`config.mk`:
```
export PLATFORM = sky130hd
export DESIGN_NAME = fta64_initiator
export DESIGN_NICKNAME = d
export VERILOG_FILES = /design/src/rtl/fta64_pkg.sv /design/src/rtl/fta64_initiator.sv
export SDC_FILE = /design/constraint.sdc
export NUM_CORES = 1
export LEC_CHECK = 0
export BUFFER_PORTS_ARGS = -buffer_cell sky130_fd_sc_hd__buf_2
export CORE_AREA = 5 5 154 156
export DETAILED_ROUTE_END_ITERATION = 16
export DIE_AREA = 0 0 159 161
export GPL_TIMING_DRIVEN = 0
export PLACE_DENSITY = 0.69
export SLEW_MARGIN = 20
export SYNTH_ARGS = -nofsm -noshare
export SYNTH_HDL_FRONTEND = slang
export SYNTH_SLANG_ARGS = --single-unit
```
`constraint.sdc`:
```
create_clock -name clk -period 6.5 [get_ports clk]
set_input_delay 1.3 -clock clk [delete_from_list [all_inputs] [get_ports clk]]
set_output_delay 1.3 -clock clk [all_outputs]
set_load 0.005 [all_outputs]
```
`src/rtl/fta64_pkg.sv`:
```
// FTA 64-bit command bus payload types shared by initiators, responders and benches.
package fta64_pkg;

    localparam int unsigned CID_W = 4;
    localparam int unsigned TID_W = 4;

    typedef struct packed {
        logic [4:0]       cmd;
        logic [2:0]       sz;
        logic             cyc;
        logic             stb;
        logic             we;
        logic [CID_W-1:0] cid;
        logic [TID_W-1:0] tid;
        logic [31:0]      vadr;
        logic [31:0]      padr;
        logic [7:0]       sel;
        logic [63:0]      dat;
    } fta_cmd_request64_t;

    typedef struct packed {
        logic [CID_W-1:0] cid;
        logic [TID_W-1:0] tid;
        logic             ack;
        logic             err;
        logic             rty;
        logic [63:0]      dat;
    } fta_cmd_response64_t;

endpackage

```
`src/rtl/fta64_initiator.sv`:
```
// Single-outstanding FTA 64-bit initiator: one local command -> one FTA request,
// with retry on rty, error reporting and response timeout.
module fta64_initiator
    import fta64_pkg::*;
#(
    parameter int unsigned CID       = 1,
    parameter int unsigned TMO       = 1023,
    parameter int unsigned MAX_RETRY = 3
) (
    input  logic                clk,
    input  logic                rst,
    input  logic                cmd_vld,
    output logic                cmd_rdy,
    input  logic                cmd_we,
    input  logic [31:0]         cmd_adr,
    input  logic [7:0]          cmd_sel,
    input  logic [63:0]         cmd_dat,
    output logic                done,
    output logic                done_err,
    output logic                done_tmo,
    output logic [63:0]         done_dat,
    output fta_cmd_request64_t  req,
    input  fta_cmd_response64_t resp
);

    localparam int unsigned TW = ($clog2(TMO) > 10) ? $clog2(TMO) : 10;
    localparam int unsigned RW = (MAX_RETRY > 0) ? $clog2(MAX_RETRY + 1) : 1;

    typedef enum logic [1:0] {IDLE, REQ, WAIT, DONE} state_t;

    state_t           state, state_n;
    logic [RW-1:0]    retry, retry_n;
    logic [TW-1:0]    tmo_cnt;
    logic [TID_W-1:0] tid;
    logic             cyc_q;
    logic             we_q;
    logic [7:0]       sel_q;
    logic [31:0]      adr_q;
    logic [63:0]      dat_q;
    logic [CID_W-1:0] cid_q;
    logic             accept;
    logic             match;
    logic             tmo_hit;
    logic             err_n;
    logic             tmo_n;
    logic             load_dat;

    assign accept  = cmd_vld & cmd_rdy;
    assign match   = resp.ack & (resp.cid == CID_W'(CID)) & (resp.tid == tid);
    // Count is cleared in REQ and advances in WAIT; this is the cycle it steps onto TMO-1.
    assign tmo_hit = (tmo_cnt == TW'(TMO - 2));

    // Request bus is pure wiring from the captured command registers.
    always_comb begin
        req      = '0;
        req.cyc  = cyc_q;
        req.we   = we_q;
        req.sel  = sel_q;
        req.padr = adr_q;
        req.dat  = dat_q;
        req.cid  = cid_q;
        req.tid  = tid;
    end

    // Next state and completion status; a match in REQ is resolved immediately.
    always_comb begin
        state_n  = state;
        retry_n  = retry;
        err_n    = 1'b0;
        tmo_n    = 1'b0;
        load_dat = 1'b0;
        case (state)
            IDLE: begin
                if (accept) begin
                    retry_n = '0;
                    state_n = REQ;
                end
            end
            REQ, WAIT: begin
                if (match) begin
                    if (resp.err) begin
                        state_n = DONE;
                        err_n   = 1'b1;
                    end else if (resp.rty) begin
                        if (retry < RW'(MAX_RETRY)) begin
                            retry_n = retry + RW'(1);
                            state_n = REQ;
                        end else begin
                            state_n = DONE;
                            err_n   = 1'b1;
                        end
                    end else begin
                        state_n  = DONE;
                        load_dat = ~we_q;
                    end
                end else if (state == REQ) begin
                    state_n = WAIT;
                end else if (tmo_hit) begin
                    state_n = DONE;
                    err_n   = 1'b1;
                    tmo_n   = 1'b1;
                end
            end
            DONE:    state_n = IDLE;
            default: state_n = IDLE;
        endcase
    end

    // Control registers and registered handshake/strobe outputs.
    always_ff @(posedge clk or posedge rst) begin
        if (rst) begin
            state    <= IDLE;
            retry    <= '0;
            tmo_cnt  <= '0;
            tid      <= '0;
            cmd_rdy  <= 1'b1;
            cyc_q    <= 1'b0;
            done     <= 1'b0;
            done_err <= 1'b0;
            done_tmo <= 1'b0;
        end else begin
            state    <= state_n;
            retry    <= retry_n;
            cmd_rdy  <= (state_n == IDLE);
            cyc_q    <= (state_n == REQ);
            done     <= (state_n == DONE);
            done_err <= err_n;
            done_tmo <= tmo_n;
            if (state == REQ) begin
                tmo_cnt <= '0;
            end else if (state == WAIT) begin
                tmo_cnt <= tmo_cnt + TW'(1);
            end
            if (state == DONE) begin
                tid <= tid + TID_W'(1);
            end
        end
    end

    // Command capture at accept and read-data return on a successful read.
    always_ff @(posedge clk or posedge rst) begin
        if (rst) begin
            we_q     <= 1'b0;
            sel_q    <= '0;
            adr_q    <= '0;
            dat_q    <= '0;
            cid_q    <= '0;
            done_dat <= '0;
        end else begin
            if (accept) begin
                we_q  <= cmd_we;
                sel_q <= cmd_sel;
                adr_q <= cmd_adr;
                dat_q <= cmd_dat;
                cid_q <= CID_W'(CID);
            end
            if (load_dat) begin
                done_dat <= resp.dat;
            end
        end
    end

endmodule

```
==> results.cfg <==
[worst_setup_path]
endpoint_kind = flop
rrSetupSlack_ps = 3980
cp-start-kind = primary input
path_class = primary input to flop
cp_slowest_stage_delay_ps = 530
cp_max_fo = 10
critical_path_buf_inv_count = 3
crit_required_ps = 6800
cp_cell_sequence = buf_2 -> nand2_1 -> clkbuf_1 -> buf_1 -> mux2_2
cp_top_family = buffers and inverters
cpMaxStageDelayCell = clkbuf_1
arrival_ps = 3090

[floorplan]
io-pin-count = 406
die-area_um2 = 25600
die_y_um = 161
fp.coreArea_um2 = 22230
initial_utilization_pct = 36.66
die-width_um = 159
rows = 55

[sta]
final.setup.tns_ps = 0
fmax_mhz = 357.8
rsz0062_at_grt = no
setup_violations = 0
max_slew.worst_pin.slew_ps = 934.0
final_hold_viol_count = 0
max_slew_margin_pct = 37.73
drv_slew = 0
fin_crit_ps = 2795
hold_ws_ps = 475.3
fin_skew_ps = 9.120
finalCritPeriodShare_pct = 43.00

[detailed_routing]
ant_nets = 0
drt_wl_total_um = 21310
wire_per_inst_um = 16.94
viasPerCell = 4.440
vias = 5585
drt_iter0_drc = 203
dr.pass1.iters = 6
drc_errors = 0

[synthesis]
yosys.cell_types.count = 45
synthFlopType = dfrtp_1
syn_area_um2 = 8149
async_reset_ff_share_pct = 100.0
synth-seq-cells = 193
yosysWarnings = 0
yosysSeqAreaShare_pct = 59.28
syn_inst = 532
avgSynthCellArea_um2 = 15.32
synth_enable_flop_cells = 0

[layout]
layout-drive-gt1-share_pct = 64.23
instances_no_fill = 1258
multi_input_area_um2 = 2994
area_delta_synth_final_pct = 37.31
fin_area_um2 = 11190
n_antenna_cell = 0
fillers = 1969
seqCellArea_um2 = 4831
fin_nets = 1151

[global_route]
grt_pass1_wl_um = 33620
antenna_found_initial = 1
grt_overflow = 0
track_usage_pct = 16.36
grt_pass1_vias = 6055
grt_max_degree = 34

[place]
portBuffers = 361
gp_congestion = 0.8099
post_dp_cell_area_um2 = 10610
dp_hpwl_um = 17050
place_inst = 1227

[clocking]
cts_sinks = 193
clockRootBuffer = clkbuf_16
cts_buffers = 17
cts_resized = 0
max-clock-path-buffers = 2
cts_hold_buf = 0
clk_pin_slew_ps = 70
cts_max_level = 4
post_cts_buffers = 0
cts_tree = yes
clk-insertion-delay-late_ps = 420

[flow_run]
maxCapViolCount = 0

[power_and_ir_drop]
p_per_area_nw_per_um2 = 362.0
vdd_drop_max_mv = 0.1429
leakagePower_nw = 6.097

[hold_path]
hold_path.class = flop to flop

[run_status]
status = finished clean
[cell usage in the layout (no fill, tap or decap), types with 5 or more instances in the layout]
master / synthesis / routed
and3_1: 7 / 7
buf_1: 11 / 11
buf_12: 0 / 5
buf_2: 1 / 362
buf_4: 46 / 46
buf_6: 6 / 6
clkbuf_16: 0 / 17
clkinvlp_4: 0 / 5
conb_1: 1 / 44
dfrtp_1: 192 / 192
ha_1: 7 / 7
mux2_2: 110 / 110
mux2_4: 60 / 60
nand2_1: 8 / 8
nor2_1: 10 / 10
o21ai_0: 5 / 5
xor2_1: 10 / 10
[cells in the mapped netlist (2+ instances only)]
master / number / area, um2
a211o_1: 2 / 17.52
a211oi_1: 4 / 30.03
a21o_1: 2 / 15.01
a31oi_1: 3 / 18.77
and2_1: 2 / 12.51
and3_1: 7 / 43.79
and4_1: 3 / 26.28
buf_1: 11 / 41.29
buf_4: 46 / 345.3
buf_6: 6 / 67.56
clkbuf_1: 3 / 11.26
dfrtp_1: 192 / 4805
ha_1: 7 / 87.58
inv_1: 4 / 15.01
mux2_2: 110 / 1239
mux2_4: 60 / 900.9
nand2_1: 8 / 30.03
nand2b_1: 4 / 25.02
nand3_1: 4 / 20.02
nand3b_1: 2 / 15.01
nand4_1: 3 / 18.77
nor2_1: 10 / 37.54
o21ai_0: 5 / 25.02
o22ai_1: 3 / 18.77
xnor2_1: 2 / 17.52
xor2_1: 10 / 87.58
[worst reg2reg max path: stages, from the launching register on]
cell and delay [ps]:
dfrtp_1 420, inv_1 80, ha_1 400, nor4b_1 500, nand3_2 390, buf_6 310, mux2_4 310
[final cells by class]
type	count	area share (%)
Sequential cell	193	43.17
Inverter	4	0.1677
Timing Repair Buffer	367	17.29
Tap cell	285	3.187
Multi-Input combinational cell	311	26.76
Clock buffer	18	3.835
Clock inverter	13	1.387
Buffer	67	4.204
[kinds of logic (layout without fill, tap and decap cells)]
logic type	count (synthesis)	count (layout)	share of synthesized area, %
DFF	193	193	59.28
AOI/OAI and AO/OA	28	28	2.472
xor gates and xnor gates	12	12	1.290
and+or+nand+nor	49	49	3.501
buffers and inverters	71	469	5.957
adders and majority gates	7	7	1.075
other	1	44	0.04602
muxes	171	171	26.38
[worst paths after layout]
kind | end | from | cells after the start
setup / recovery | dat_q[32] | cmd_vld | 5
max in group asynchronous | cmd_rdy | rst | 5
hold reg to reg | cid_q[0] | cid_q[0] | 1
hold / removal | cid_q[0] | cid_q[0] | 1
setup reg to reg | done_dat[39] | state[0] | 6
min in group asynchronous | dat_q[29] | rst | 2
[stage by stage]
stage | utilization, % | setup WS (ps) | power, W
after global routing | 50.34 | 3508 | 0.004319
after CTS | 50.34 | 3630 | 0.004120
after global placement | 47.14 | 1471 | 0.002997
after floorplan | - | 2710 | 0.002430
final | 50.34 | 3705 | 0.004051
after detailed placement | 47.71 | 3183 | 0.003054
[where the power goes]
| group | internal [W] | switching [W] |
|---|---|---|
| sequential | 0.00157 | 0.000191 |
| combinational | 0.000687 | 0.000552 |
| clock | 0.000575 | 0.000476 |
[metal layers]
layer  wire, um  up-vias  share of wire, %  global-route usage, %
li1           -     2626                 -                      -
met1       8213     2668                39                  19.25
met2      10870      263                51                  28.03
met3       1801       26               8.5                  6.252
met4        398        2               1.9                  4.692
met5         20        -             0.094                      0
[state kept, by name, indices dropped and copies added (netlist names)]
register	cells
done_err	1
state	2
tid	4
sel_q	8
cmd_rdy	1
cyc_q	1
cid_q	1
we_q	1
tmo_cnt	10
dat_q	64
adr_q	32
retry	2
done	1
done_dat	64
done_tmo	1
(Power assumes the default switching activity.)
